[config.mk]
export PLATFORM = sky130hd
export DESIGN_NAME = phase_strobe_sched_flat
export DESIGN_NICKNAME = d
export VERILOG_FILES = /design/src/rtl/phase_strobe_pkg.sv /design/src/rtl/phase_strobe_sched_if.sv /design/src/rtl/phase_prescaler.sv /design/src/rtl/phase_strobe_sched.sv /design/src/flat_wrapper.sv
export SDC_FILE = /design/constraint.sdc
export NUM_CORES = 1
export LEC_CHECK = 0
export CAP_MARGIN = 20
export CORE_MARGIN = 3
export CORE_UTILIZATION = 55
export DETAILED_ROUTE_END_ITERATION = 6
export GPL_ROUTABILITY_DRIVEN = 0
export PLACE_DENSITY_LB_ADDON = 0.08
export SLEW_MARGIN = 25
export SYNTH_ARGS = -nofsm -noshare
export SYNTH_HDL_FRONTEND = slang
export SYNTH_SLANG_ARGS = --single-unit
[constraint.sdc]
create_clock -name clk -period 4.4 [get_ports clk]
set_clock_uncertainty 0.2 [all_clocks]
set_input_delay 0.88 -clock clk [delete_from_list [all_inputs] [get_ports clk]]
set_output_delay 0.88 -clock clk [all_outputs]
set_load 0.005 [all_outputs]
[src/rtl/phase_strobe_pkg.sv]
// rtl/phase_strobe_pkg.sv - shared types and defaults for the phase strobe scheduler
package phase_strobe_pkg;

    localparam int NPH_DEFAULT  = 4;
    localparam int DIVW_DEFAULT = 8;
    localparam int IDXW         = $clog2(NPH_DEFAULT);

    typedef enum logic [1:0] {
        ST_IDLE     = 2'd0,
        ST_RUN      = 2'd1,
        ST_STOPPING = 2'd2
    } state_e;

endpackage

[src/rtl/phase_strobe_sched_if.sv]
// rtl/phase_strobe_sched_if.sv - config, control and phase-output bundle of the scheduler
interface phase_strobe_sched_if
    import phase_strobe_pkg::*;
#(
    parameter int NPH  = NPH_DEFAULT,
    parameter int DIVW = DIVW_DEFAULT
);
    localparam int IW = $clog2(NPH);

    logic            cfg_valid;
    logic [DIVW-1:0] cfg_div;
    logic            cfg_ready;
    logic            start;
    logic            stop;
    logic            busy;
    logic [NPH-1:0]  phase;
    logic [IW-1:0]   phase_idx;
    logic            strobe;
    logic            wrap;

    modport master (
        output cfg_valid, cfg_div, start, stop,
        input  cfg_ready, busy, phase, phase_idx, strobe, wrap
    );

    modport slave (
        input  cfg_valid, cfg_div, start, stop,
        output cfg_ready, busy, phase, phase_idx, strobe, wrap
    );

endinterface

[src/rtl/phase_prescaler.sv]
// rtl/phase_prescaler.sv - dwell counter with clear, enable and terminal-count flag
module phase_prescaler #(
    parameter int DIVW = 8
) (
    input  logic            clk,
    input  logic            reset,
    input  logic            clr_i,
    input  logic            en_i,
    input  logic [DIVW-1:0] div_i,
    output logic            tc_o
);

    logic [DIVW-1:0] cnt_q;
    logic [DIVW-1:0] cnt_d;

    // Equality compare only: the count never passes div_i, so it cannot overflow.
    assign tc_o = (cnt_q == div_i);

    always_comb begin
        cnt_d = cnt_q;
        if (clr_i) begin
            cnt_d = '0;
        end else if (en_i) begin
            cnt_d = tc_o ? '0 : cnt_q + DIVW'(1);
        end
    end

    always_ff @(posedge clk or posedge reset) begin
        if (reset) begin
            cnt_q <= '0;
        end else begin
            cnt_q <= cnt_d;
        end
    end

endmodule

[src/rtl/phase_strobe_sched.sv]
// rtl/phase_strobe_sched.sv - single-clock 1-of-NPH phase sequencer producing enables and strobes
module phase_strobe_sched
    import phase_strobe_pkg::*;
#(
    parameter int NPH  = NPH_DEFAULT,
    parameter int DIVW = DIVW_DEFAULT
) (
    input  logic                 clk,
    input  logic                 reset,
    phase_strobe_sched_if.slave  bus
);

    localparam int            IW       = $clog2(NPH);
    localparam logic [IW-1:0] LAST_IDX = IW'(NPH - 1);

    localparam logic [1:0] S_IDLE     = ST_IDLE;
    localparam logic [1:0] S_RUN      = ST_RUN;
    localparam logic [1:0] S_STOPPING = ST_STOPPING;

    logic [1:0]      state_q,  state_d;
    logic [DIVW-1:0] div_q,    div_d;
    logic [NPH-1:0]  phase_q,  phase_d;
    logic [IW-1:0]   idx_q,    idx_d;
    logic            strobe_q, strobe_d;
    logic            wrap_q,   wrap_d;

    logic running;
    logic pre_tc;
    logic terminal;
    logic last_term;

    assign running   = (state_q != S_IDLE);
    assign terminal  = running & pre_tc;
    assign last_term = terminal & (idx_q == LAST_IDX);

    // Held cleared while idle so the entry cycle of a run always starts a fresh dwell.
    phase_prescaler #(
        .DIVW (DIVW)
    ) u_prescaler (
        .clk   (clk),
        .reset (reset),
        .clr_i (~running),
        .en_i  (running),
        .div_i (div_q),
        .tc_o  (pre_tc)
    );

    always_comb begin
        state_d  = state_q;
        div_d    = div_q;
        phase_d  = phase_q;
        idx_d    = idx_q;
        strobe_d = 1'b0;
        wrap_d   = 1'b0;

        case (state_q)
            S_IDLE: begin
                if (bus.cfg_valid) begin
                    div_d = bus.cfg_div;
                end
                if (bus.start && !bus.stop) begin
                    state_d  = S_RUN;
                    phase_d  = NPH'(1);
                    idx_d    = '0;
                    strobe_d = 1'b1;
                end
            end
            S_RUN: begin
                if (bus.stop) begin
                    state_d = last_term ? S_IDLE : S_STOPPING;
                end
            end
            S_STOPPING: begin
                if (last_term) begin
                    state_d = S_IDLE;
                end
            end
            default: begin
                state_d = S_IDLE;
                phase_d = '0;
                idx_d   = '0;
            end
        endcase

        if (running) begin
            if (state_d == S_IDLE) begin
                phase_d = '0;
                idx_d   = '0;
            end else if (terminal) begin
                phase_d  = {phase_q[NPH-2:0], phase_q[NPH-1]};
                idx_d    = (idx_q == LAST_IDX) ? '0 : idx_q + IW'(1);
                strobe_d = 1'b1;
                wrap_d   = (idx_q == LAST_IDX);
            end
        end
    end

    always_ff @(posedge clk or posedge reset) begin
        if (reset) begin
            state_q  <= S_IDLE;
            div_q    <= '0;
            phase_q  <= '0;
            idx_q    <= '0;
            strobe_q <= 1'b0;
            wrap_q   <= 1'b0;
        end else begin
            state_q  <= state_d;
            div_q    <= div_d;
            phase_q  <= phase_d;
            idx_q    <= idx_d;
            strobe_q <= strobe_d;
            wrap_q   <= wrap_d;
        end
    end

    assign bus.busy      = running;
    assign bus.cfg_ready = ~running;
    assign bus.phase     = phase_q;
    assign bus.phase_idx = idx_q;
    assign bus.strobe    = strobe_q;
    assign bus.wrap      = wrap_q;

endmodule

[src/flat_wrapper.sv]
// flat-port wrapper written by rule: the top's interface ports become plain ports
module phase_strobe_sched_flat import phase_strobe_pkg::*;
#(
    parameter int NPH  = NPH_DEFAULT,
    parameter int DIVW = DIVW_DEFAULT
)
  (clk, reset, bus_cfg_valid, bus_cfg_div, bus_start, bus_stop, bus_cfg_ready, bus_busy, bus_phase, bus_phase_idx, bus_strobe, bus_wrap);
  phase_strobe_sched_if #(.NPH(NPH), .DIVW(DIVW)) bus_i ();
  input  logic clk;
  input  logic reset;
  input wire logic [$bits(bus_i.cfg_valid)-1:0] bus_cfg_valid;
  input wire logic [$bits(bus_i.cfg_div)-1:0] bus_cfg_div;
  input wire logic [$bits(bus_i.start)-1:0] bus_start;
  input wire logic [$bits(bus_i.stop)-1:0] bus_stop;
  output wire logic [$bits(bus_i.cfg_ready)-1:0] bus_cfg_ready;
  output wire logic [$bits(bus_i.busy)-1:0] bus_busy;
  output wire logic [$bits(bus_i.phase)-1:0] bus_phase;
  output wire logic [$bits(bus_i.phase_idx)-1:0] bus_phase_idx;
  output wire logic [$bits(bus_i.strobe)-1:0] bus_strobe;
  output wire logic [$bits(bus_i.wrap)-1:0] bus_wrap;
  assign bus_i.cfg_valid = bus_cfg_valid;
  assign bus_i.cfg_div = bus_cfg_div;
  assign bus_i.start = bus_start;
  assign bus_i.stop = bus_stop;
  assign bus_cfg_ready = bus_i.cfg_ready;
  assign bus_busy = bus_i.busy;
  assign bus_phase = bus_i.phase;
  assign bus_phase_idx = bus_i.phase_idx;
  assign bus_strobe = bus_i.strobe;
  assign bus_wrap = bus_i.wrap;
  phase_strobe_sched #(.NPH(NPH), .DIVW(DIVW)) u_core (.clk(clk), .reset(reset), .bus(bus_i));
endmodule
Word-level counts from Yosys, hierarchy flattened
Index checks and enable logic that the tools add are counted.

storage, ports and cells
  output and inout bits = 10
  bits of input ports = 13
  flip-flop bits (word level) = 26
  word-level logic and storage cells = 49

operators by class
  mux-type cells = 26
  bitwise operators = 3
  $add $sub $neg = 2
  reduce and logical (&&, ||, !) cells = 7
  equal/unequal tests = 4

operators by type and width
  operator                                       count
  2-to-1 mux 2 bit                               9
  2-to-1 mux 4 bit                               4
  2-to-1 mux 8 bit                               2
  adder 8 x 1 -> 8 bit, second input constant    1
  == test 8 bit                                  1
  2-to-1 mux 1 bit                               8
  one-hot mux 4 bit (2 select lines)             1
  one-hot mux 2 bit (3 select lines)             1
  == test 2 bit, second input constant           2
  logical NOT 2 bit                              2
  one-hot mux 2 bit (2 select lines)             1
  adder 2 x 1 -> 2 bit, second input constant    1
  bitwise AND 1 bit                              2
  == test 2 x 1 -> 1 bit, second input constant  1
  AND reduction 2 bit                            1
  nonzero test 2 bit                             1
  OR reduction 2 bit                             1
  logical AND 1 bit                              1
  logical NOT 1 bit                              1
  NOT 1 bit                                      1

Depth between registers and ports, before layout
  depth after elaboration = 9
  mapped depth = 8
  mapped depth without buffers = 7

Cells and area by module
A second synthesis with hierarchy kept.

unflattened totals
  cell total of the unflattened synthesis = 123
  area, all modules = 1415.1 µm²

modules (own cells, without submodules)
  module              area each (µm²)  seq. area each (µm²)  instances  cells an instance
  phase_strobe_sched  873.3            450.4                 1          72
  phase_prescaler     541.8            200.2                 1          51

Least setup slack after synthesis
No wires, ideal clock.

  path type = input to register
  from = input port bus_stop
  to = register u_core.phase_q[1] (netlist: u_core.bus.phase[1])
  arrival time = 1959 ps
  slack = 2108 ps
  stages = 5
  library setup time = 133 ps
  required time = 4067 ps
  cell sequence = or4b_1 o221ai_2 nand3_4 a22oi_4 o22ai_1

on the way
  word-level cells in the longest chain between the ends = 7

RTL lines
  element                                                                                          line                                                text
  start: declaration                                                                               flat_wrapper.sv:14                                  input wire logic [$bits(bus_i.stop)-1:0] bus_stop;
  logical NOT 1 bit                                                                                phase_strobe_sched.sv:61                            if (bus.start && !bus.stop) begin
  logical AND 1 bit                                                                                phase_strobe_sched.sv:61
  2-to-1 mux 2 bit / 2-to-1 mux 4 bit (equally long branches)                                      phase_strobe_sched.sv:61
  one-hot mux 2 bit (3 select lines) / one-hot mux 4 bit (2 select lines) (equally long branches)  phase_strobe_sched.sv:56                            case (state_q)
  logical NOT 2 bit / 2-to-1 mux 4 bit (equally long branches)                                     phase_strobe_sched.sv:86, phase_strobe_sched.sv:89
  2-to-1 mux 4 bit                                                                                 phase_strobe_sched.sv:86                            if (state_d == S_IDLE) begin
  2-to-1 mux 4 bit (*)                                                                             phase_strobe_sched.sv:85                            if (running) begin
  via u_core.phase_d[1]                                                                            phase_strobe_sched.sv:22                            logic [NPH-1:0] phase_q, phase_d;
  end signal: assignment                                                                           phase_strobe_sched.sv:109                           phase_q <= phase_d;
  end: declaration                                                                                 phase_strobe_sched.sv:22

Mark *: on every way through the listed nets, which the timed path passes. The rest lies on a longest branch.
A chain may end at the register's enable or synchronous reset.

Worst setup path after layout
  from = register u_core.state_q[1]
  to = output port bus_busy

on the way
  word-level cells in the longest chain between the ends = 1

RTL lines
  element                   line                       text
  start: declaration        phase_strobe_sched.sv:20   logic [1:0] state_q, state_d;
  start signal: assignment  phase_strobe_sched.sv:107  state_q <= state_d;
  nonzero test 2 bit        phase_strobe_sched.sv:32   assign running = (state_q != S_IDLE);
  end: declaration          flat_wrapper.sv:16         output wire logic [$bits(bus_i.busy)-1:0] bus_busy;

No other way between the ends.

==> results.txt <==
Worst Hold Class = reg -> reg
Avg Cell Area, Syn = 10.6 sq um
Gates resized, CTS repair = 0
Cell area after synthesis = 1400 sq um
# rows = 17
Core Area = 2320 sq um
Cell Area, Placed = 1650 sq um
CTS H-tree lvls = 1
Post-synthesis cell type count = 32
Startpoint Class = register
CTS buffer count = 3
ANT cells = 0
# nets final = 177
Final wirelength = 2.82 mm
Worst slew margin = 37.7%
CTS tree = built
First-pass GRT wire length = 4.91 mm
CTS clk-pin slew, worst paths = 130 ps
Layout cells sized above 1 = 12.1%
Top cells by area, synth = dfrtp_1, mux2_2, xnor2_1
Hold path depth = 1
Drc violations = 0
Final TNS setup = 0 ps
Syn Nets = 151
Vias post-DR = 1,059
Yosys top cell area share = 46.3%
Num Clock Sinks = 26
Max_cap viols = 0
Register area share after synthesis = 46.3%
Final setup viols = 0
Port bufs = 22
Die ar. = 3190 sq um
Vias in the first global route = 1,143
Tightest Pin Transition = 928 ps
Final hold violations = 0
Cell leakage power = 0.696 nW
Crit path kind = reg -> out
Gr busiest metal = met2
Final Cycle Share = 69.6%
CP max FO = 10
Post-CTS Setup Bufs = 0
Ys flop type = dfrtp_1
Fmax = 326 MHz
Cts hold-fix bufs = 0
WP data arrival = 1980 ps
Crit-path cells = inv_1 -> ha_1 -> inv_2 -> clkdlybuf4s50_1
Initial Util = 60.6%
Largest net degree at the start of global routing = 27
Period minus WS final = 3060 ps
Worst hold slack = 345 ps
Met1 Use GR = 22.5%
Max-slew violations = 0
Layout area overhead = 20.4%
VDD IR max = 0.450 mV
Initial DRT Pass Iterations = 4
M3 GR Usage = 3.45%
CP max-delay cell = dfrtp_1
DP HPWL = 2.13 mm
Number of synthesized register bits = 26
Worst skew pair latency = 320 ps
Slowest stage delay, CP = 520 ps
Fin area = 1690 sq um
Clk buf depth = 2
Unrepaired setup endpoints after global routing = no
Initial antenna violation count = 0
Root Buffer = clkbuf_4
Post-synth EDFFs = 0
PwrDens = 583 nW/um^2
Total power draw = 0.000986 W
Antenna-violating nets left = 0
WP data required = 3320 ps
Num ports = 23
M2 GR Usage = 35.0%
Area leader, netlist = dfrtp_1
Async set-reset flop share out of synthesis = 100%
Drt wl/cell = 15.2 um
Die Y = 56.5 um
GR Overflow Total = 0
Crit end category = output pin
GR Util All Layers = 19.4%
Vias/cell = 5.72
Status = finished, final reports clean
DRT iter0 DRCs = 22
Cells after Synth = 132
Die W = 56.5 um
Synth warnings = 0
FF-to-FF path depth = 7
## metrics by stage
| stage | setup slack (ps) | util, % | cells |
|---|---|---|---|
| 6_report | 1340 | 72.9 | 185 |
| 5_1_grt | 1230 | 72.9 | 185 |
| 3_3_place_gp | 1550 | 71.3 | 181 |
| 4_1_cts | 1360 | 72.9 | 185 |
| 3_5_place_dp | 1490 | 71.3 | 181 |
| 2_1_floorplan | 2110 | - | 132 |
## worst paths after layout
kind | from | to | slack [ps]
max reg2reg | u_core.state_q[1]$_DFF_PP0_ | u_core.bus.phase[1]$_DFF_PP0_ | 2010
max | u_core.state_q[1]$_DFF_PP0_ | bus_busy | 1340
min in group asynchronous | reset | u_core.u_prescaler.cnt_q[5]$_DFF_PP0_ | 740
min | u_core.div_q[3]$_DFFE_PP0P_ | u_core.div_q[3]$_DFFE_PP0P_ | 350
max in group asynchronous | reset | u_core.div_q[3]$_DFFE_PP0P_ | 2830
min reg2reg | u_core.div_q[3]$_DFFE_PP0P_ | u_core.div_q[3]$_DFFE_PP0P_ | 350
## cells in the mapped netlist (4+ instances only)
master and count:
xnor2_1 9, ha_1 6, mux2_2 8, nand2_1 9, o21ai_0 4, nor2_1 14
o22ai_1 4, xor2_1 5, inv_1 9, dfrtp_1 26, o21ai_1 4, nand3_1 5
## metal layers
metal,routed length (um),up-vias
met5,0,-
met2,1570,25
met4,42,0
li1,-,513
met1,1110,515
met3,106,6
## cells by family after synthesis
group	synth area share [%]
DFF	46.3
buffers and inverters	3.30
AOI/OAI and AO/OA	15.2
xor gates and xnor gates	8.73
and+or+nand+nor	14.6
muxes	6.42
adders and majority gates	5.35
## state kept, by name, summed over array words and instances, names as in the netlist
register                  count
u_core.bus.phase_idx          2
u_core.bus.strobe             1
u_core.div_q                  8
u_core.bus.wrap               1
u_core.bus.phase              4
u_core.state_q                2
u_core.u_prescaler.cnt_q      8
## critical path, delay by kind of cell, from the launching register on
kind	cells	cell delay, ps
buffers and inverters	3	800
flip-flops	1	520
adder cells (fa/ha/maj)	1	340
## report_power, final
part / switching (W) / internal (W)
clock network: 0.0000681 / 0.0000506
registers: 0.0000631 / 0.000298
logic: 0.000268 / 0.000237
total: 0.000400 / 0.000586
## cell usage in the layout (no fill, tap or decap), types with 2 or more instances in the layout
cell             synthesis  layout
dfrtp_1                 26      26
clkdlybuf4s50_1          0      22
nand4_1                  2       2
and3_1                   3       3
mux2_2                   8       8
nor2b_1                  2       2
xor2_1                   5       5
inv_2                    2       2
inv_1                    9       8
nand3_1                  5       5
o21a_1                   3       3
xnor2_1                  9       9
o32ai_1                  2       2
clkbuf_4                 0       3
nor2_1                  14      14
a21oi_1                  2       2
ha_1                     6       6
o22ai_1                  4       4
o21ai_1                  4       4
nand2_1                  9       9
o21ai_0                  4       4
## layout make-up
cell class / instances / area (sq um)
Clock buffer: 4 / 36.3
Multi-Input combinational cell: 94 / 707
Timing Repair Buffer: 22 / 220
Tap cell: 28 / 35.0
Inverter: 11 / 41.3
Fill cell: 179 / 628
Sequential cell: 26 / 651
Note: power is estimated with default switching activity, not from simulation.
